<file path="src/rtl/ram_arb_pkg.sv">
// Shared types and constants for the two-port SRAM arbiter (CPU IO window + tube DMA).
package ram_arb_pkg;

  localparam int ADDR_W = 19;
  localparam int DATA_W = 32;

  localparam logic [3:0] BE_FULL = 4'b1111;

  typedef enum logic [1:0] {
    IDLE     = 2'd0,
    READ     = 2'd1,
    RMW_READ = 2'd2,
    WRITE    = 2'd3
  } state_t;

  typedef enum logic {
    REQ_CPU = 1'b0,
    REQ_DMA = 1'b1
  } req_id_t;

endpackage

</file>
<file path="src/rtl/ram_rr_arbiter2.sv">
// Two-way round-robin grant; last_grant only advances when a grant is actually issued (en high).
module ram_rr_arbiter2
  import ram_arb_pkg::*;
#(
  parameter bit CPU_TIE_FIRST = 1'b1
) (
  input  logic clk,
  input  logic rst,
  input  logic en,
  input  logic req_cpu,
  input  logic req_dma,
  output logic grant_valid,
  output logic grant_id
);

  req_id_t last_grant_reg;
  req_id_t pick;

  // On a tie the requester that did not win last time goes first.
  always_comb begin
    pick = REQ_CPU;
    if (req_cpu && req_dma) begin
      pick = (last_grant_reg == REQ_CPU) ? REQ_DMA : REQ_CPU;
    end else if (req_dma) begin
      pick = REQ_DMA;
    end
  end

  assign grant_valid = en & (req_cpu | req_dma);
  assign grant_id    = pick;

  always_ff @(posedge clk) begin
    if (rst) begin
      last_grant_reg <= CPU_TIE_FIRST ? REQ_DMA : REQ_CPU;
    end else if (grant_valid) begin
      last_grant_reg <= pick;
    end
  end

endmodule

</file>
<file path="src/rtl/ram_arbiter_32016.sv">
// Shares one 512Kx32 SRAM between the 32016 CPU IO window and the tube DMA port.
// Optional RAM_EARLY_WACK_EN: write completion is acknowledged one cycle before the write phase ends.
module ram_arbiter_32016
  import ram_arb_pkg::*;
#(
  parameter int LATENCY       = 1,
  parameter bit CPU_TIE_FIRST = 1'b1
) (
  input  logic        clk,
  input  logic        rst,
  input  logic        cpu_rd,
  input  logic        cpu_wr,
  input  logic [18:0] cpu_addr,
  input  logic [3:0]  cpu_be,
  input  logic [31:0] cpu_wdata,
  output logic [31:0] cpu_rdata,
  output logic        cpu_ready,
  input  logic        dma_req,
  input  logic        dma_wr,
  input  logic [18:0] dma_addr,
  input  logic [3:0]  dma_be,
  input  logic [31:0] dma_wdata,
  output logic [31:0] dma_rdata,
  output logic        dma_ack,
  output logic        ram_cs,
  output logic        ram_oe,
  output logic        ram_wr,
  output logic        ram_ub_b,
  output logic        ram_lb_b,
  output logic [18:0] ram_addr,
  output logic [31:0] ram_dout,
  output logic        ram_doe,
  input  logic [31:0] ram_din
);

  localparam logic [2:0] LAT_CNT = 3'(LATENCY);

  state_t              state_reg;
  logic [2:0]          lcount_reg;
  req_id_t             gid_reg;
  logic [3:0]          be_reg;
  logic [DATA_W-1:0]   wdata_reg;

  logic                cpu_pend;
  logic                dma_pend;
  logic                grant_valid;
  logic                grant_raw;
  req_id_t             grant_id;
  logic                sel_wr;
  logic [3:0]          sel_be;
  logic [ADDR_W-1:0]   sel_addr;
  logic [DATA_W-1:0]   sel_wdata;
  logic [DATA_W-1:0]   merged;
  logic                ack_fire;
  req_id_t             ack_id;

  // A requester whose ready is high this cycle is still holding its old request.
  assign cpu_pend = (cpu_rd | cpu_wr) & ~cpu_ready;
  assign dma_pend = dma_req & ~dma_ack;

  ram_rr_arbiter2 #(
    .CPU_TIE_FIRST(CPU_TIE_FIRST)
  ) u_arb (
    .clk         (clk),
    .rst         (rst),
    .en          (state_reg == IDLE),
    .req_cpu     (cpu_pend),
    .req_dma     (dma_pend),
    .grant_valid (grant_valid),
    .grant_id    (grant_raw)
  );

  assign grant_id = req_id_t'(grant_raw);

  // cpu_rd together with cpu_wr is resolved as a read.
  always_comb begin
    if (grant_id == REQ_CPU) begin
      sel_wr    = cpu_wr & ~cpu_rd;
      sel_be    = cpu_be;
      sel_addr  = cpu_addr;
      sel_wdata = cpu_wdata;
    end else begin
      sel_wr    = dma_wr;
      sel_be    = dma_be;
      sel_addr  = dma_addr;
      sel_wdata = dma_wdata;
    end
  end

  for (genvar gi = 0; gi < 4; gi++) begin : g_merge
    assign merged[gi*8 +: 8] = be_reg[gi] ? wdata_reg[gi*8 +: 8] : ram_din[gi*8 +: 8];
  end

  always_comb begin
    ack_fire = 1'b0;
    ack_id   = gid_reg;
    case (state_reg)
      IDLE: begin
        ack_id = grant_id;
        if (grant_valid && sel_wr) begin
          if (sel_be == 4'b0000) ack_fire = 1'b1;
`ifdef RAM_EARLY_WACK_EN
          else if (sel_be == BE_FULL && LATENCY == 0) ack_fire = 1'b1;
`endif
        end
      end
      READ: ack_fire = (lcount_reg == 3'd0);
`ifdef RAM_EARLY_WACK_EN
      RMW_READ: ack_fire = (lcount_reg == 3'd0) && (LATENCY == 0);
      WRITE:    ack_fire = (lcount_reg == 3'd1);
`else
      RMW_READ: ack_fire = 1'b0;
      WRITE:    ack_fire = (lcount_reg == 3'd0);
`endif
      default:  ack_fire = 1'b0;
    endcase
  end

  always_ff @(posedge clk) begin
    if (rst) begin
      state_reg  <= IDLE;
      lcount_reg <= 3'd0;
      gid_reg    <= REQ_CPU;
      be_reg     <= 4'b0000;
      wdata_reg  <= '0;
      ram_cs     <= 1'b1;
      ram_oe     <= 1'b1;
      ram_wr     <= 1'b1;
      ram_ub_b   <= 1'b1;
      ram_lb_b   <= 1'b1;
      ram_addr   <= '0;
      ram_dout   <= '0;
      ram_doe    <= 1'b0;
      cpu_ready  <= 1'b0;
      dma_ack    <= 1'b0;
      cpu_rdata  <= '0;
      dma_rdata  <= '0;
    end else begin
      cpu_ready <= ack_fire && (ack_id == REQ_CPU);
      dma_ack   <= ack_fire && (ack_id == REQ_DMA);
      case (state_reg)
        IDLE: begin
          if (grant_valid) begin
            gid_reg    <= grant_id;
            be_reg     <= sel_be;
            wdata_reg  <= sel_wdata;
            lcount_reg <= LAT_CNT;
            // An all-zero byte-enable write touches no SRAM pins at all.
            if (!sel_wr || sel_be != 4'b0000) begin
              ram_cs   <= 1'b0;
              ram_ub_b <= 1'b0;
              ram_lb_b <= 1'b0;
              ram_addr <= sel_addr;
            end
            if (!sel_wr) begin
              ram_oe    <= 1'b0;
              state_reg <= READ;
            end else if (sel_be == BE_FULL) begin
              ram_wr    <= 1'b0;
              ram_dout  <= sel_wdata;
              ram_doe   <= 1'b1;
              state_reg <= WRITE;
            end else if (sel_be != 4'b0000) begin
              ram_oe    <= 1'b0;
              state_reg <= RMW_READ;
            end
          end
        end
        READ: begin
          if (lcount_reg != 3'd0) begin
            lcount_reg <= lcount_reg - 3'd1;
          end else begin
            if (gid_reg == REQ_CPU) cpu_rdata <= ram_din;
            else                    dma_rdata <= ram_din;
            ram_cs    <= 1'b1;
            ram_oe    <= 1'b1;
            ram_wr    <= 1'b1;
            ram_ub_b  <= 1'b1;
            ram_lb_b  <= 1'b1;
            ram_doe   <= 1'b0;
            state_reg <= IDLE;
          end
        end
        RMW_READ: begin
          if (lcount_reg != 3'd0) begin
            lcount_reg <= lcount_reg - 3'd1;
          end else begin
            // Output enable drops in the same edge the pad driver turns on, so they never overlap.
            ram_oe     <= 1'b1;
            ram_wr     <= 1'b0;
            ram_dout   <= merged;
            ram_doe    <= 1'b1;
            lcount_reg <= LAT_CNT;
            state_reg  <= WRITE;
          end
        end
        WRITE: begin
          if (lcount_reg != 3'd0) begin
            lcount_reg <= lcount_reg - 3'd1;
          end else begin
            ram_cs    <= 1'b1;
            ram_oe    <= 1'b1;
            ram_wr    <= 1'b1;
            ram_ub_b  <= 1'b1;
            ram_lb_b  <= 1'b1;
            ram_doe   <= 1'b0;
            state_reg <= IDLE;
          end
        end
        default: state_reg <= IDLE;
      endcase
    end
  end

endmodule
</file>
<file path="config.mk">
export PLATFORM = sky130hd
export DESIGN_NAME = ram_arbiter_32016
export DESIGN_NICKNAME = d
export VERILOG_FILES = /design/src/rtl/ram_arb_pkg.sv /design/src/rtl/ram_rr_arbiter2.sv /design/src/rtl/ram_arbiter_32016.sv
export SDC_FILE = /design/constraint.sdc
export NUM_CORES = 1
export LEC_CHECK = 0
export CORE_UTILIZATION = 35
export CTS_CLUSTER_DIAMETER = 150
export DETAILED_ROUTE_END_ITERATION = 7
export HOLD_SLACK_MARGIN = 0.15
export PLACE_DENSITY = 0.72
export RECOVER_POWER = 100
export SLEW_MARGIN = 20
export SYNTH_ARGS = -nofsm -noshare
export SYNTH_HDL_FRONTEND = slang
export SYNTH_SLANG_ARGS = --single-unit
export TNS_END_PERCENT = 30
</file>
<file path="constraint.sdc">
create_clock -name clk -period 1.9 [get_ports clk]
set_clock_uncertainty 0.05 [all_clocks]
set_input_delay 0.19 -clock clk [delete_from_list [all_inputs] [get_ports clk]]
set_output_delay 0.19 -clock clk [all_outputs]
set_load 0.1 [all_outputs]
</file>
==> results.sh, run 1 <==
export IMPL_status="finished, final reports clean"
export IMPL_grt_max_degree=69
export IMPL_portBuffers=270
export IMPL_finalMaxSlewViolations=0
export IMPL_die_w_um=147
export IMPL_rows=52
export IMPL_fmax_ghz=0.544
export IMPL_ys_flop_type="dfxtp_1"
export IMPL_synth_area_leader_cell="dfxtp_1"
export IMPL_finalSetupViolations=0
export IMPL_path_class="register to register"
export IMPL_placed_area_mm2=0.0105
export IMPL_synth_distinct_cells=45
export IMPL_netlist_area_mm2=0.00740
export IMPL_fin_ws_ns=0.0603
export IMPL_combPwrFrac_pct=51.0
export IMPL_cts_tree="built"
export IMPL_worst_slew_pin_slew_ns=0.601
export IMPL_grt_total_usage_pct=21.7
export IMPL_synth_top_area_share_pct=44.3
export IMPL_ir_drop_uv=713
export IMPL_rr_endpoint="be_reg[2]$_SDFFE_PP0P_"
export IMPL_ys_seq_area_share_pct=44.3
export IMPL_critPathMaxFanout=10
export IMPL_drt_pre_antenna_iters=5
export IMPL_ff2ff_setup_slack_ns=0.06
export IMPL_remaining_drc_errors=0
export IMPL_clockRootBuffer="clkbuf_16"
export IMPL_async_flop_share_pct=0
export IMPL_grt_overflow_total=0
export IMPL_hold_viol=0
export IMPL_antenna_cells=0
export IMPL_hp_start="ram_din[6]"
export IMPL_arrival_ns=2.08
export IMPL_nFillCells=1980
export IMPL_die_area_mm2=0.0217
export IMPL_fin_crit_sh_pct=96.8
export IMPL_critPathCaptureType="register"
export IMPL_pwr_density_cell_mw_per_mm2=1580
export IMPL_syn_inst=837
export IMPL_rsz0062_at_grt="true"
export IMPL_cts_sinks=164
export IMPL_power_uw=17400
export IMPL_synth_seq_cells=164
export IMPL_min_to="cpu_rdata[6]$_SDFFE_PP0P_"
export IMPL_clockPowerShare_pct=21.6
export IMPL_yosys_warnings=0
export IMPL_cpMostUsedCell="buf_4"
export IMPL_synth_edff_count=0
export IMPL_p_sw_share_pct=47.7
export IMPL_htree_levels=4
export IMPL_grt_pass1_wl_mm=37.1
export IMPL_crit_required_ns=2.14
export IMPL_wl_mm=24.1
export IMPL_power_frac_seq_pct=27.4
export IMPL_dp_slack_ns=-0.368
export IMPL_synth_nets=987
export IMPL_cp_slowest_stage_delay_ns=0.36
export IMPL_drt_iter0_drc=325
export IMPL_intPower_uw=9100
export IMPL_fin_nets=1277
export IMPL_grt_pass1_vias=6888
export IMPL_start_util_pct=36.1
export IMPL_p_leak_uw=0.00429
export IMPL_p_switching_uw=8290
export IMPL_area_growth_pct=48.3
export IMPL_vias_per_cell=5.08
export IMPL_gp_congestion=0.839
export IMPL_reg2reg_depth=7
export IMPL_hp_class="input port to register"
export IMPL_final_area_mm2=0.0110
export IMPL_vias=7161
export IMPL_tns_ns=0
export IMPL_cp_cell_sequence="o21ba_4 > a21oi_4 > buf_4 > clkbuf_16 > buf_4 > mux2i_1 > a211oi_1"
export IMPL_drive_above_1_share_pct=23.5
export IMPL_slew_headroom_pct=60.1
export IMPL_place_hpwl_mm=17.4
export IMPL_top_level_ports=271
export IMPL_core_area_mm2=0.0205
export IMPL_die_y_um=147
export IMPL_cpMaxStageDelayCell="dfxtp_4"
export IMPL_antenna_found_initial=1
export IMPL_syn_avg_cell_area_um2=8.85
export IMPL_cts_buffers=17
export IMPL_start_kind="register"
export IMPL_cap_viol_max_count=0
export IMPL_clk_latency_ns=0.42
export IMPL_wire_per_inst_um=17.1
export IMPL_reg2reg_from="cpu_ready$_SDFF_PP0_"
export IMPL_synth_top_cells_by_area="dfxtp_1, mux2i_1, a21oi_1, nand2_1, a221o_1"
export IMPL_fin_crit_ns=1.84
export IMPL_whs_path_depth=3
export IMPL_clk_path_buf_depth=2
export IMPL_final_antenna_net_count=0
export IMPL_path_clk_slew_ns=0.07
[power by group through the flow]
stage	logic (µW)	clock network, µW	registers, µW
after floorplan	3320	0	8070
after global placement	8870	0	4800
after detailed placement	8970	0	4810
after CTS	9000	3820	4750
after global routing	9360	3980	4850
final	8870	3760	4760
[cell usage in the layout, fill, tap and decap left out, types with 2 or more instances in the layout]
cell type and instances:
a21oi_1 124, clkdlybuf4s50_1 146, a21oi_4 2, o221ai_1 2, clkbuf_8 3, clkbuf_2 122, a211oi_1 38, buf_6 2
or3_1 2, clkinv_4 3, a221o_1 32, ha_1 2, buf_4 54, mux2i_1 89, clkinv_2 2, o21ai_0 4
clkbuf_16 19, nand2_1 162, nor2_1 44, buf_12 15, o21a_1 2, nand4_1 2, bufinv_16 4, nor2b_1 2
inv_1 10, a211oi_2 21, dfxtp_4 3, nand2b_1 36, dfxtp_1 161
[worst max-delay path by stage]
stage	from	endpoint	slack (ns)	cells past startpoint
2_1_floorplan	cpu_ready$_SDFF_PP0_	ram_dout[0]$_SDFFE_PP0P_	-0.04	6
3_5_place_dp	dma_be[2]	ram_addr[13]$_SDFFE_PP0P_	-0.37	6
3_3_place_gp	dma_be[2]	ram_addr[18]$_SDFFE_PP0P_	-0.32	6
6_report	cpu_ready$_SDFF_PP0_	be_reg[2]$_SDFFE_PP0P_	0.06	7
4_1_cts	dma_ack$_SDFF_PP0_	ram_dout[17]$_SDFFE_PP0P_	0.01	6
5_1_grt	cpu_ready$_SDFF_PP0_	ram_dout[8]$_SDFFE_PP0P_	-0.002	7
[worst max-delay path: cells and delay by family (launching register included)]
kind / cells / cell delay, ns
buffers and inverters: 3 / 0.46
AO/OA/AOI/OAI: 3 / 0.55
multiplexers: 1 / 0.27
flip-flops: 1 / 0.36
[Yosys cell counts (all sizes together), types with 2 or more instances]
master / n
mux2i: 89
inv: 10
dfxtp: 164
a211oi: 60
nor2: 44
or3: 2
o21ba: 2
a21oi: 126
nor3: 2
nand2b: 38
or4: 2
a221o: 32
o21a: 2
o21ai: 6
ha: 2
o221ai: 2
buf: 26
nand4: 2
nor2b: 2
and2: 2
clkbuf: 47
nand2: 162
[cells by family (layout without fill, tap and decap cells)]
family / Yosys count / count (layout) / synth area share [%]
buffers and inverters: 83 / 385 / 5.39
AO/OA/AOI/OAI: 238 / 238 / 22.6
adder cells (fa/ha/maj): 2 / 2 / 0.338
multiplexers: 89 / 89 / 12.0
flip-flops: 164 / 164 / 44.3
AND/OR/NAND/NOR: 261 / 262 / 15.3
[cell type report]
| cell class | instances | area [µm²] | area share, % |
|---|---|---|---|
| inverter | 10 | 37.5 | 0.342 |
| multi-input combinational | 591 | 3790 | 34.5 |
| sequential | 164 | 3290 | 30.0 |
| clock buffer | 21 | 470 | 4.28 |
| timing repair buffer | 343 | 2880 | 26.2 |
| tap | 270 | 338 | 3.08 |
| clock inverter | 11 | 173 | 1.57 |
[metrics by stage]
step / utilization (%) / std cells / hold slack, ns
finish: 53.6 / 1410 / 0.346
global route: 53.6 / 1410 / 0.355
CTS: 54.5 / 1403 / 0.333
detailed placement: 51.3 / 1370 / 0.398
global placement: 51.3 / 1370 / 0.393
floorplan: - / 837 / 0.276
[layer usage]
metal  global-route usage [%]  vias up  part of all wire [%]
li1                         -     3525                     -
met1                     28.2     3366                    45
met2                     35.2      232                    47
met3                     5.40       38                   6.3
met4                     7.32        0                   2.2
met5                        0        -                     0
[repair_timing]
item,in CTS,in global routing
hold buffers,1,0
gates resized for setup,0,9
endpoints found under the hold margin,1,0
setup buffers,0,4
endpoints found under the setup margin,0,69
(Power assumes the default switching activity.)
==> inputs of run 2 (changes only) <==
--- a/config.mk
+++ b/config.mk
@@ -9,10 +9,11 @@
 export CTS_CLUSTER_DIAMETER = 150
 export DETAILED_ROUTE_END_ITERATION = 7
 export HOLD_SLACK_MARGIN = 0.15
-export PLACE_DENSITY = 0.72
+export PLACE_DENSITY = 0.73
 export RECOVER_POWER = 100
 export SLEW_MARGIN = 20
 export SYNTH_ARGS = -nofsm -noshare
 export SYNTH_HDL_FRONTEND = slang
+export SYNTH_HIERARCHICAL = 1
 export SYNTH_SLANG_ARGS = --single-unit
 export TNS_END_PERCENT = 30
==> results.sh, run 2 <==
export IMPL_status="complete, but fails checks"
export IMPL_violations="negative setup slack"
export IMPL_drive_above_1_share_pct=27.7
export IMPL_ys_flop_type="dfxtp_1"
export IMPL_cp_startpoint="dma_ack$_SDFF_PP0_"
export IMPL_syn_inst=832
export IMPL_yosys_warnings=6
export IMPL_clk_latency_ns=0.43
export IMPL_fin_cells=1411
export IMPL_rsz0062_at_grt="true"
export IMPL_critPathMaxFanout=7
export IMPL_nFillCells=1858
export IMPL_synth_distinct_cells=50
export IMPL_cp_slowest_stage_delay_ns=0.35
export IMPL_fmax_ghz=0.489
export IMPL_cp_cell_sequence="nor2b_4 > a21boi_4 > nand3_1 > buf_4 > a221oi_4 > buf_6 > buf_12 > o21ai_4 > a21oi_2"
export IMPL_finalMaxSlewViolations=0
export IMPL_ff2ff_setup_slack_ns=-0.14
export IMPL_start_kind="register"
export IMPL_synth_area_leader_cell="dfxtp_1"
export IMPL_vias=7159
export IMPL_clockRootBuffer="clkbuf_16"
export IMPL_slew_headroom_pct=58.7
export IMPL_cts_sinks=164
export IMPL_hold_viol=0
export IMPL_cts_buffers=17
export IMPL_drt_pre_antenna_iters=5
export IMPL_cp_endpoint="ram_dout[17]$_SDFFE_PP0P_"
export IMPL_ys_seq_area_share_pct=45.0
export IMPL_final_cell_mix="dfxtp_1, clkdlybuf4s50_1, nand2_1"
export IMPL_synth_top_cells_by_count="dfxtp_1, nand2_1, mux2i_1"
export IMPL_fin_crit_ns=2.04
export IMPL_multi_input_area_mm2=0.00393
export IMPL_remaining_drc_errors=0
export IMPL_die_w_um=146
export IMPL_syn_avg_cell_area_um2=8.76
export IMPL_synth_top_cells_by_area="dfxtp_1, mux2i_1, nand2_1, a21oi_1, a211oi_1"
export IMPL_async_flop_share_pct=0
export IMPL_crit_required_ns=2.21
export IMPL_final_area_mm2=0.0112
export IMPL_synth_top_area_share_pct=45.0
export IMPL_area_growth_pct=53.3
export IMPL_top_level_ports=271
export IMPL_tns_ns=-4.91
export IMPL_gp_congestion=0.842
export IMPL_final_common_cell="dfxtp_1"
export IMPL_synth_nets=982
export IMPL_finalSetupViolations=54
export IMPL_vias_per_cell=5.07
export IMPL_clk_path_buf_depth=2
export IMPL_grt_max_degree=42
export IMPL_fin_crit_sh_pct=108
export IMPL_fin_nets=1278
export IMPL_core_area_mm2=0.0203
export IMPL_netlist_area_mm2=0.00729
export IMPL_path_clk_slew_ns=0.06
export IMPL_synth_edff_count=0
export IMPL_grt_total_usage_pct=22.8
export IMPL_grt_pass1_vias=6962
export IMPL_rows=52
export IMPL_worst_slew_pin_slew_ns=0.620
export IMPL_pwr_density_cell_mw_per_mm2=1660
export IMPL_antenna_cells=0
export IMPL_die_area_mm2=0.0214
export IMPL_reg2reg_depth=9
export IMPL_wl_mm=24.2
export IMPL_p_leak_uw=0.00433
export IMPL_wire_per_inst_um=17.2
export IMPL_register_area_mm2=0.00329
export IMPL_arrival_ns=2.35
export IMPL_place_hpwl_mm=17.0
export IMPL_antenna_found_initial=0
export IMPL_dpl_cell_count=1365
export IMPL_htree_levels=4
export IMPL_grt_pass1_wl_mm=38.1
export IMPL_grt_overflow_total=0
export IMPL_synth_seq_cells=164
export IMPL_reg2reg_from="dma_ack$_SDFF_PP0_"
export IMPL_fin_ws_ns=-0.145
export IMPL_die_y_um=146
export IMPL_cpMaxStageDelayCell="dfxtp_4"
export IMPL_ctsHoldBuffers=0
export IMPL_start_util_pct=35.9
export IMPL_cap_viol_max_count=0
export IMPL_ir_drop_uv=830
export IMPL_critPathCaptureType="register"
export IMPL_rr_endpoint="ram_dout[17]$_SDFFE_PP0P_"
export IMPL_final_antenna_net_count=0
export IMPL_cts_tree="built"
export IMPL_path_class="register to register"
export IMPL_placed_area_mm2=0.0103
export IMPL_yosysMostFrequentCell="dfxtp_1"
export IMPL_drt_iter0_drc=439
export IMPL_hp_class="input port to register"
export IMPL_portBuffers=270
-- run 2: stage by stage --
step	setup slack (ns)	util [%]	hold WS (ns)	total power (µW)
CTS	-0.113	55.7	0.198	18700
global route	-0.218	55.1	0.240	19500
global placement	-0.500	50.9	0.392	14500
detailed placement	-0.547	50.9	0.398	14700
finish	-0.145	55.1	0.234	18600
floorplan	-0.170	-	0.250	12100
-- run 2: cell families after synthesis --
group                    Yosys count  share of synthesized area (%)
buffers and inverters             80                           5.40
AO/OA/AOI/OAI                    208                           17.8
XOR/XNOR                           1                          0.120
multiplexers                     119                           16.3
adder cells (fa/ha/maj)            2                          0.343
AND/OR/NAND/NOR                  258                           15.0
flip-flops                       164                           45.0
-- run 2: report_power, final --
group	internal [µW]	switching, µW
clock	2320	1440
combinational	2910	6900
sequential	4360	644
-- run 2: worst min path at each step --
| stage | startpoint | to | slack, ns | cells past startpoint |
|---|---|---|---|---|
| after global routing | rst | ram_dout[6]$_SDFFE_PP0P_ | 0.24 | 2 |
| after detailed placement | dma_rdata[28]$_SDFFE_PP0P_ | dma_rdata[28]$_SDFFE_PP0P_ | 0.40 | 2 |
| after global placement | dma_rdata[23]$_SDFFE_PP0P_ | dma_rdata[23]$_SDFFE_PP0P_ | 0.39 | 2 |
| final | rst | lcount_reg[1]$_SDFFE_PP0P_ | 0.23 | 2 |
| after CTS | rst | state_reg[1]$_SDFFE_PP0P_ | 0.20 | 2 |
| after floorplan | rst | u_arb/last_grant_reg$_SDFFE_PP1P_ | 0.25 | 1 |
-- run 2: final cells by class --
cell class	instances	area share, %
well taps	270	3.02
clock inverters	11	1.56
inverters	5	0.168
repair buffers	352	26.4
flip-flops and latches	164	29.5
clock buffers	21	4.21
multi-input cells	588	35.2
-- run 2: critical path, delay by kind of cell, from the launching register on --
| family | cells | cell delay [ns] |
|---|---|---|
| DFF | 1 | 0.35 |
| AOI/OAI and AO/OA | 4 | 0.77 |
| buffers and inverters | 3 | 0.50 |
| and+or+nand+nor | 2 | 0.30 |
-- run 2: layer usage --
layer  up-vias  routed length [µm]  global-route usage, %
li1       3509                   -                      -
met1      3378               10300                   28.3
met2       232               12000                   38.7
met3        40                1310                   4.69
met4         0                 608                   8.28
met5         -                   0                      0
-- run 2: timing repair --
action	in CTS	in global routing
resized for setup	47	43
setup buffers	9	1
hold endpoints to repair	0	0
gates cloned	5	0
setup endpoints to repair	59	70
pin swaps	26	10
